--- config.mk ---
export PLATFORM = sky130hd
export DESIGN_NAME = store_monitor
export DESIGN_NICKNAME = d
export VERILOG_FILES = /design/src/rtl/store_monitor.sv
export SDC_FILE = /design/constraint.sdc
export NUM_CORES = 1
export LEC_CHECK = 0
export BUFFER_PORTS_ARGS = -buffer_cell sky130_fd_sc_hd__buf_2
export CORE_ASPECT_RATIO = 0.5
export CORE_MARGIN = 2
export CORE_UTILIZATION = 45
export CTS_BUF_LIST = sky130_fd_sc_hd__clkbuf_4
export CTS_CLUSTER_SIZE = 24
export DETAILED_ROUTE_END_ITERATION = 8
export PLACE_DENSITY = 0.72
export SLEW_MARGIN = 0
export SYNTH_ARGS = -nofsm -noshare
export SYNTH_HDL_FRONTEND = slang
export SYNTH_SLANG_ARGS = --single-unit
--- constraint.sdc ---
create_clock -name clk -period 5.25 [get_ports clk]
set_input_delay 1.05 -clock clk [delete_from_list [all_inputs] [get_ports clk]]
set_output_delay 1.05 -clock clk [all_outputs]
set_load 0.01 [all_outputs]
--- src/rtl/store_monitor.sv ---
// Pass/fail monitor on the data-memory write port: PASS on the signature store,
// FAIL on stray stores, bad signature data, early signature or timeout.
module store_monitor #(
    parameter int ADDR_W     = 32,
    parameter int DATA_W     = 32,
    parameter int PASS_ADDR  = 100,
    parameter int PASS_DATA  = 25,
    parameter int SCR_LO     = 96,
    parameter int SCR_HI     = 96,
    parameter int MIN_STORES = 0,
    parameter int TIMEOUT    = 10000
) (
    input  logic              clk,
    input  logic              reset,
    input  logic              start,
    input  logic              mem_write,
    input  logic [ADDR_W-1:0] data_adr,
    input  logic [DATA_W-1:0] write_data,
    output logic              done,
    output logic              pass,
    output logic              fail,
    output logic [2:0]        fail_code,
    output logic [15:0]       store_count,
    output logic [31:0]       cycle_count,
    output logic [ADDR_W-1:0] last_adr,
    output logic [DATA_W-1:0] last_data
);
    localparam logic [ADDR_W-1:0] P_ADDR  = ADDR_W'(PASS_ADDR);
    localparam logic [DATA_W-1:0] P_DATA  = DATA_W'(PASS_DATA);
    localparam logic [ADDR_W-1:0] S_LO    = ADDR_W'(SCR_LO);
    localparam logic [ADDR_W-1:0] S_HI    = ADDR_W'(SCR_HI);
    localparam logic [15:0]       MIN_CNT = 16'(MIN_STORES);
    localparam logic [31:0]       TO_LAST = 32'(TIMEOUT - 1);

    typedef enum logic [1:0] {IDLE, RUN, PASSED, FAILED} state_t;

    state_t     state, state_n;
    logic [2:0] code_n;
    logic       scr_hit;
    logic       timeout_hit;

    assign timeout_hit = (TIMEOUT != 0) && (cycle_count == TO_LAST);

    always_ff @(posedge clk or posedge reset) begin
        if (reset) begin
            state     <= IDLE;
            fail_code <= 3'd0;
        end else begin
            state     <= state_n;
            fail_code <= code_n;
        end
    end

    always_comb begin
        state_n = state;
        code_n  = fail_code;
        scr_hit = 1'b0;
        case (state)
            IDLE: if (start) state_n = RUN;
            RUN: begin
                if (!start) begin
                    if (mem_write) begin
                        if (data_adr == P_ADDR && write_data == P_DATA) begin
                            if (store_count >= MIN_CNT) begin
                                state_n = PASSED;
                            end else begin
                                state_n = FAILED;
                                code_n  = 3'd4;
                            end
                        end else if (data_adr == P_ADDR) begin
                            state_n = FAILED;
                            code_n  = 3'd2;
                        end else if (data_adr >= S_LO && data_adr <= S_HI) begin
                            scr_hit = 1'b1;
                        end else begin
                            state_n = FAILED;
                            code_n  = 3'd1;
                        end
                    end
                    // a store verdict on the timeout edge takes precedence
                    if (state_n == RUN && timeout_hit) begin
                        state_n = FAILED;
                        code_n  = 3'd3;
                    end
                end
            end
            PASSED, FAILED: if (start) state_n = RUN;
            default: state_n = IDLE;
        endcase
        if (start) code_n = 3'd0;
    end

    always_ff @(posedge clk or posedge reset) begin
        if (reset) begin
            store_count <= 16'd0;
            cycle_count <= 32'd0;
            last_adr    <= '0;
            last_data   <= '0;
        end else if (start) begin
            store_count <= 16'd0;
            cycle_count <= 32'd0;
            last_adr    <= '0;
            last_data   <= '0;
        end else if (state == RUN) begin
            if (cycle_count != 32'hFFFF_FFFF) cycle_count <= cycle_count + 32'd1;
            if (mem_write) begin
                last_adr  <= data_adr;
                last_data <= write_data;
            end
            if (scr_hit && store_count != 16'hFFFF) store_count <= store_count + 16'd1;
        end
    end

    assign pass = (state == PASSED);
    assign fail = (state == FAILED);
    assign done = pass | fail;
endmodule
# Word level (Yosys, flattened, before mapping)
# Cells that the tools add are included.
[word_totals] latch_bits=0 wordCells=78 mem_bits_ro=0 ram_bits=0 n_memories=0 ff_bits=117 out_inout_bits=118 input_bits=68
[classes] add_sub_neg=2 div=0 mul=0 shift=0 bitwise=1 n_reduce_logical=16 order_cmp=3 n_eq_ne=13 n_mux=37
[ops] cell="$mux W32" count=9
[ops] cell="$mux W16" count=3
[ops] cell="$add A32 B1 Y32 const B" count=1
[ops] cell="$eq A32 B14 Y1 const B" count=1
[ops] cell="$eq A32 B5 Y1 const B" count=1
[ops] cell="$eq A32 B7 Y1 const B" count=1
[ops] cell="$ge A32 B7 Y1 const B" count=1
[ops] cell="$le A32 B7 Y1 const B" count=1
[ops] cell="$ne A32 B32 Y1 const B" count=1
[ops] cell="$mux W3" count=8
[ops] cell="$mux W2" count=9
[ops] cell="$add A16 B1 Y16 const B" count=1
[ops] cell="$ge A16 B1 Y1 const B" count=1
[ops] cell="$ne A16 B16 Y1 const B" count=1
[ops] cell="$reduce_and A2 Y1" count=4
[ops] cell="$reduce_bool A2 Y1" count=4
[ops] cell="$mux W1" count=7
[ops] cell="$ne A5 B4 Y1 const B" count=1
[ops] cell="$eq A2 B1 Y1 const B" count=2
[ops] cell="$eq A2 B2 Y1 const B" count=2
[ops] cell="$logic_and A1 B1 Y1" count=4
[ops] cell="$ne A4 B3 Y1 const B" count=1
[ops] cell="$pmux W2 S2" count=1
[ops] cell="$reduce_and A4 Y1" count=1
[ops] cell="6 further kinds" count=6

# Logic depth before layout (Yosys ltp)
# Gate-level depths: netlist of run 1.
[depth] word_depth=13 depth_mapped=8 ltp_nobuf=7

# Least setup slack after synthesis of run 1
# OpenSTA, ideal clock, no wires.
[synth_timing] kind="input to register" from="input data_adr[8]" to="register store_count[12]" stages=6 path_buffers=0 arrival_time_ps=2485 path_slack_ps=2640 setup_time_ps=125 t_required_ps=5125 cell_sequence="nor4b_1 > nand4_1 > nor3_4 > nand2_2 > nor3_1 > mux2_2"
[synth_via] elab_chain_len=11 word_cells_on_any_way=14 classes_between="2 x order compare; 1 x eq/ne; 6 x mux; 5 x reduce/logical"
[synth_rtl] item="start: declaration" line_no="17" text="input logic [ADDR_W-1:0] data_adr,"
[synth_rtl] item="$ge A32 B7 Y1 or $le A32 B7 Y1 (tied branches)" line_no="73" text="end else if (data_adr >= S_LO && data_adr <= S_HI) begin"
[synth_rtl] item="$logic_and A1 B1 Y1" line_no="73"
[synth_rtl] item="$mux W1" line_no="73"
[synth_rtl] item="$mux W1" line_no="70" text="end else if (data_adr == P_ADDR) begin"
[synth_rtl] item="$mux W1 (*)" line_no="63" text="if (data_adr == P_ADDR && write_data == P_DATA) begin"
[synth_rtl] item="$mux W1 (*)" line_no="62" text="if (mem_write) begin"
[synth_rtl] item="$mux W1 (*)" line_no="61" text="if (!start) begin"
[synth_rtl] item="$mux W1 (*)" line_no="58" text="case (state)"
[synth_rtl] item="$logic_and A1 B1 Y1 (*)" line_no="110" text="if (scr_hit && store_count != 16'hFFFF) store_count <= store_count + 16'd1;"
[synth_rtl] item="$reduce_bool A2 Y1 (no source line) (*)"
[synth_rtl] item="$reduce_and A2 Y1 (no source line) (*)"
[synth_rtl] item="end signal: assignment" line_no="110"
[synth_rtl] item="end: declaration" line_no="23" text="output logic [15:0] store_count,"
# Mark *: on every way between the ends. The rest lies on a longest branch, timed or not.
# A chain may end at the register's enable or synchronous reset.

# Worst setup path after layout of run 1
[layout_timing] from="register state[1]" to="register store_count[12]"
[layout_via] elab_chain_len=5 word_cells_on_any_way=6 classes_between="1 x eq/ne; 1 x mux; 4 x reduce/logical"
[layout_rtl] item="start: declaration" line_no="37" text="state_t state, state_n;"
[layout_rtl] item="start signal: assignment" line_no="49" text="state <= state_n;"
[layout_rtl] item="$eq A2 B1 Y1 (*)" line_no="58, 104"
[layout_rtl] item="$mux W1" line_no="58"
[layout_rtl] item="$logic_and A1 B1 Y1" line_no="110"
[layout_rtl] item="$reduce_bool A2 Y1 (no source line)"
[layout_rtl] item="$reduce_and A2 Y1 (no source line) (*)"
# Marks and branches as above.

==> results of run 1 <==
[cell usage after synthesis (all sizes together) (8+ instances only)]
library cell / count / area share (%)
nand2: 145 / 9.8
a21oi: 71 / 6.3
and2: 9 / 1.0
clkbuf: 21 / 1.6
dfrtp: 116 / 51
xor2: 28 / 4.3
nand3: 17 / 1.7
nand4: 20 / 2.6
nor2: 54 / 3.9
buf: 16 / 1.6
and3: 13 / 1.6
o21ai: 12 / 1.1
nor4: 19 / 2.1
xnor2: 8 / 1.2
inv: 8 / 0.53
nor3: 9 / 1.0
[where the power goes]
part	leakage [nW]	internal (mW)	switching [mW]	total, mW
sequential	1.58	0.924	0.0190	0.943
clock	0.148	0.324	0.359	0.683
combinational	1.72	0.0683	0.129	0.197
[registers in the layout (all words and copies together) (netlist names)]
signal,cells
last_adr,32
store_count,16
last_data,32
cycle_count,32
state,2
fail_code,2
[critical path: cells and delay by family (launching register included)]
family / cells / cell delay, ns
AOI/OAI and AO/OA: 1 / 0.59
buffers and inverters: 1 / 0.53
DFF: 1 / 0.45
muxes: 1 / 0.35
and+or+nand+nor: 4 / 1.15
[layout make-up]
cell class              count  area, um2
flip-flops and latches    116       2900
multi-input cells         459       2520
well taps                 165        206
inverters                   8       32.5
fillers                  1102       5110
clock buffers              17        128
clock inverters            15        165
repair buffers            187        946
[placed cells by master, fill, tap and decap left out, drive strengths merged, types with 12 or more instances in the layout]
cell type,instances
clkbuf,17
nand4,20
a21oi,71
xor2,28
and3,13
nor4,19
nand3,17
o21ai,12
buf,187
nand2,145
dfrtp,116
nor2,54
[cells by family (layout without fill, tap and decap cells)]
logic type	after synthesis	count (layout)	share of synthesized area, %
DFF	116	116	51.5
other	1	1	0.0665
xor gates and xnor gates	36	36	5.59
AOI/OAI and AO/OA	105	105	10.6
adders and majority gates	2	2	0.444
muxes	3	3	0.599
and+or+nand+nor	312	312	27.4
buffers and inverters	46	227	3.82
[per-layer routing]
layer  wire, um  global-route usage, %
met1       6730                   29.8
met2       7280                   36.3
met4        206                   7.32
met3        764                   4.85
met5          0                      0
[final timing paths]
path	from	end	slack, ns
worst max-delay path	state[1]	store_count[12]	2.04
worst min register to register	last_adr[25]	last_adr[25]	0.52
worst max register to register	state[1]	store_count[12]	2.04
max in group asynchronous	reset	store_count[14]	3.43
min in group asynchronous	reset	cycle_count[10]	0.76
worst min-delay path	last_adr[25]	last_adr[25]	0.52
[stage by stage]
step	setup slack, ns	instances	util [%]	hold WS, ns
floorplan	1.13	621	-	0.529
finish	2.04	967	57.5	0.523
CTS	2.12	967	57.5	0.526
detailed placement	2.00	935	55.0	0.511
global placement	2.00	935	55.0	0.508
global route	1.86	967	57.5	0.547
==> flow_summary.yaml, run 1 <==
timing:
  fmax_mhz: 312
  rsz0062_at_grt: "false"
  skew_ns: 0.0182
  maxSlewHeadroom_pct: 17.5
  fin_crit_ns: 3.21
  finalCritPeriodShare_pct: 61.1
  tns_ns: 0
  tightest_slew_ns: 1.23
  drv_slew: 0
  hold_violations: 0
  setup_viol: 0
place:
  dpl_cell_area_um2: 6610
  dp_hpwl_um: 10400
  gp_congestion: 0.850
  portBuffers: 184
yosys:
  yosysWarningCount: 0
  ys_ff_latch: 116
  ys_seq_area_share_pct: 51.5
  synth_edf_count: 0
  syn-cell-area_um2: 5640
  async_flop_share_pct: 100
  ys_types: 57
  syn_nets: 691
  syn_avg_cell_area_um2: 9.08
  netlist_instances: 621
  synth_ff_type: "dfrtp_1"
clocking:
  cts_made_buffers: 17
  clock_path_buffers: 2
  cts_setup_buffers: 0
  ctsResizeCount: 0
  cts.clk_slew.worst_paths_ns: 0.10
  h-tree-depth: 4
  clock_sinks: 116
  root_buffer: "clkbuf_4"
  clkLatencyLatePin_ns: 0.52
  ctsHoldBuffers: 0
  cts_tree: "yes"
die:
  die_x_um: 162
  coreArea_um2: 12000
  io_pins: 186
  num_rows: 28
  dieHeight_um: 83.2
  initial_utilization_pct: 46.9
  die_area_um2: 13500
drt:
  ant_nets: 0
  drt-initial-drc-count: 339
  wire_per_inst_um: 15.5
  firstDrtPassIters: 5
  post-route-drc-count: 0
  vias: 5135
  wl_um: 15000
  drt-vias-per-instance: 5.31
setup_path:
  crit_fanout: 65
  cp.required_ns: 5.64
  crit_path_cell_trace: "and2b_1 > and2_2 > buf_4 > o311a_1 > nand2_2 > nor3_1 > mux2_2"
  reg2reg_depth: 7
  setup.worst_path.end_class: "register"
  arrival_ns: 3.60
  crit_path_max_incr_delay_ns: 0.59
  path_class: "reg -> reg"
  slowest_stage: "o311a_1"
  startpoint_type: "register"
power_and_ir_drop:
  power_leakage_nw: 3.45
  ir_worst_vdd_v: 0.000177
  totalPowerFinal_mw: 1.82
  pwr_density_cell_nw_per_um2: 264
grt:
  grt_overflow: 0
  grt_max_degree: 82
  grt_pass1_vias: 4770
  grt_first_pass_wirelength_um: 24100
  track_usage_pct: 22.3
  antenna_found_initial: 0
finish:
  diodes: 0
  area_delta_synth_final_pct: 22.5
  drive_above_1_share_pct: 29.7
  nNetsFinal: 859
  fin_area_um2: 6900
run:
  maxCapViolCount: 0
hold_path:
  hold_path_class: "reg -> reg"
  holdPathStages: 2
run_status:
  status: "completed"
No activity file was read; power rests on OpenSTA's default activity.
==> run 2, diff against run 1 <==
--- a/config.mk
+++ b/config.mk
@@ -12,7 +12,7 @@
 export CTS_BUF_LIST = sky130_fd_sc_hd__clkbuf_4
 export CTS_CLUSTER_SIZE = 24
 export DETAILED_ROUTE_END_ITERATION = 8
-export PLACE_DENSITY = 0.72
+export PLACE_DENSITY = 0.75
 export SLEW_MARGIN = 0
 export SYNTH_ARGS = -nofsm -noshare
 export SYNTH_HDL_FRONTEND = slang
==> constraint.sdc (replaced) <==
create_clock -name clk -period 2.6 [get_ports clk]
set_input_delay 0.52 -clock clk [delete_from_list [all_inputs] [get_ports clk]]
set_output_delay 0.52 -clock clk [all_outputs]
set_load 0.01 [all_outputs]
==> run 2 against run 1 <==
- core utilization increased by 0.82 points
- sequential share of layout area is 0.59 points lower
- largest power group unchanged
- die area unchanged
- fmax rose by 37%
- cell count up 0.72%
- critical path depth unchanged
- hold slack worse by 0.30 ns
- setup slack lost 1.8 ns
- global-route usage rose by 0.57 points
- wire length is essentially flat
- first-iteration DRC count is 26% higher
- sequential power grew 100%
==> flow_summary.yaml, run 2 (synthesis results as in run 1) <==
run_status:
  status: "completed"
timing:
  fin_crit_ns: 2.34
  setup_viol: 0
  maxSlewHeadroom_pct: 40.2
  finalCritPeriodShare_pct: 90.1
  drv_slew: 0
  rsz0062_at_grt: "false"
  fmax_mhz: 427
  tns_ns: 0
  skew_ns: 0.0219
  hold_slack_ns: 0.226
  tightest_slew_ns: 0.897
  setup_ws_ns: 0.257
  hold_violations: 0
finish:
  post-route-util_pct: 58.3
  reg.largest.list: "cycle_count: 32 flops, last_adr: 32 flops, last_data: 32 flops"
  fillers: 1076
  multi_input_area_um2: 2520
  final_cells: 974
  nNetsFinal: 866
  layout_commonest_cell: "buf_2"
  layout_common_cells: "183 x buf_2, 142 x nand2_1, 116 x dfrtp_1"
  diodes: 0
  area_delta_synth_final_pct: 24.2
  fin_area_um2: 7000
  drive_above_1_share_pct: 30.3
  ff_latch_area_um2: 2900
die:
  coreArea_um2: 12000
  die_area_um2: 13500
  die_x_um: 162
  num_rows: 28
  dieHeight_um: 83.2
  initial_utilization_pct: 46.9
  io_pins: 186
place:
  gp_congestion: 0.858
  dp_slack_ns: 0.136
  portBuffers: 184
  dpl_cell_area_um2: 6680
  dp_hpwl_um: 10400
  dp.cells: 941
clocking:
  root_buffer: "clkbuf_4"
  h-tree-depth: 4
  clock_sinks: 116
  cts_setup_buffers: 0
  cts.clk_slew.worst_paths_ns: 0.12
  cts_tree: "yes"
  clkLatencyLatePin_ns: 0.52
  clock_path_buffers: 2
  cts_made_buffers: 17
setup_path:
  reg2reg_depth: 7
  rrSetupSlack_ns: 0.26
  setup.worst_path.end_class: "register"
  arrival_ns: 2.75
  cp.required_ns: 3.00
  crit_fanout: 11
  startpoint_type: "register"
  path_class: "reg -> reg"
power_and_ir_drop:
  ir_worst_vdd_v: 0.000235
  pwr_density_cell_nw_per_um2: 536
  power_leakage_nw: 3.50
  totalPowerFinal_mw: 3.75
hold_path:
  hold_path_class: "in -> reg"
  holdPathStages: 3
grt:
  antenna_found_initial: 0
  grt_first_pass_wirelength_um: 24900
  grt_max_degree: 99
  grt_overflow: 0
  track_usage_pct: 22.9
  grt_pass1_vias: 5006
drt:
  drt-initial-drc-count: 427
  post-route-drc-count: 0
  wire_per_inst_um: 15.4
  vias: 5143
  wl_um: 15000
  firstDrtPassIters: 5
  ant_nets: 0
  drt-vias-per-instance: 5.28
run:
  maxCapViolCount: 0
[run 2: cell types whose count changed in the layout (fill, tap and decap cells not counted), moves of 2 or more]
cell	before	now
clkinv_2	4	1
buf_12	0	2
clkinv_4	2	5
inv_6	0	2
buf_4	4	8
[run 2: worst max-delay path, stage by stage (launching register included)]
cell,delay [ns]
dfrtp_1,0.46
ha_1,0.24
and3_1,0.22
and3_2,0.24
nand4_2,0.22
o21ai_2,0.18
nor4_1,0.30
mux2_2,0.37
[run 2: what timing repair did]
item	in CTS	in global routing
hold buffers	1	0
gates resized for setup	0	0
hold endpoints to repair	18	0
[run 2: final cells by class]
| cell class | count | share of cell area (%) |
|---|---|---|
| flip-flops and latches | 116 | 41.5 |
| repair buffers | 194 | 14.7 |
| clock inverters | 15 | 2.61 |
| multi-input cells | 459 | 36.0 |
| inverters | 8 | 0.482 |
| well taps | 165 | 2.95 |
| clock buffers | 17 | 1.82 |
[run 2: final timing paths]
kind                                     start              end
worst max-delay path            cycle_count[0]  cycle_count[31]
worst max register to register  cycle_count[0]  cycle_count[31]
min in group asynchronous                reset   cycle_count[8]
worst min-delay path              data_adr[24]     last_adr[24]
worst min register to register     last_adr[3]      last_adr[3]
max in group asynchronous                reset         state[0]
[run 2: routing by layer]
metal  GRT usage (%)  vias to the layer above  wire length (um)
met5               0                        -                 0
met4            7.40                        0               216
met3            4.40                       19               659
met2            38.1                      135              7320
met1            30.2                     2489              6790
li1                -                     2500                 -
[run 2: report_power, final]
group / leakage, nW / internal [mW] / switching (mW)
clock network: 0.156 / 0.673 / 0.769
logic: 1.76 / 0.148 / 0.262
registers: 1.58 / 1.87 / 0.0360
total: 3.50 / 2.69 / 1.07
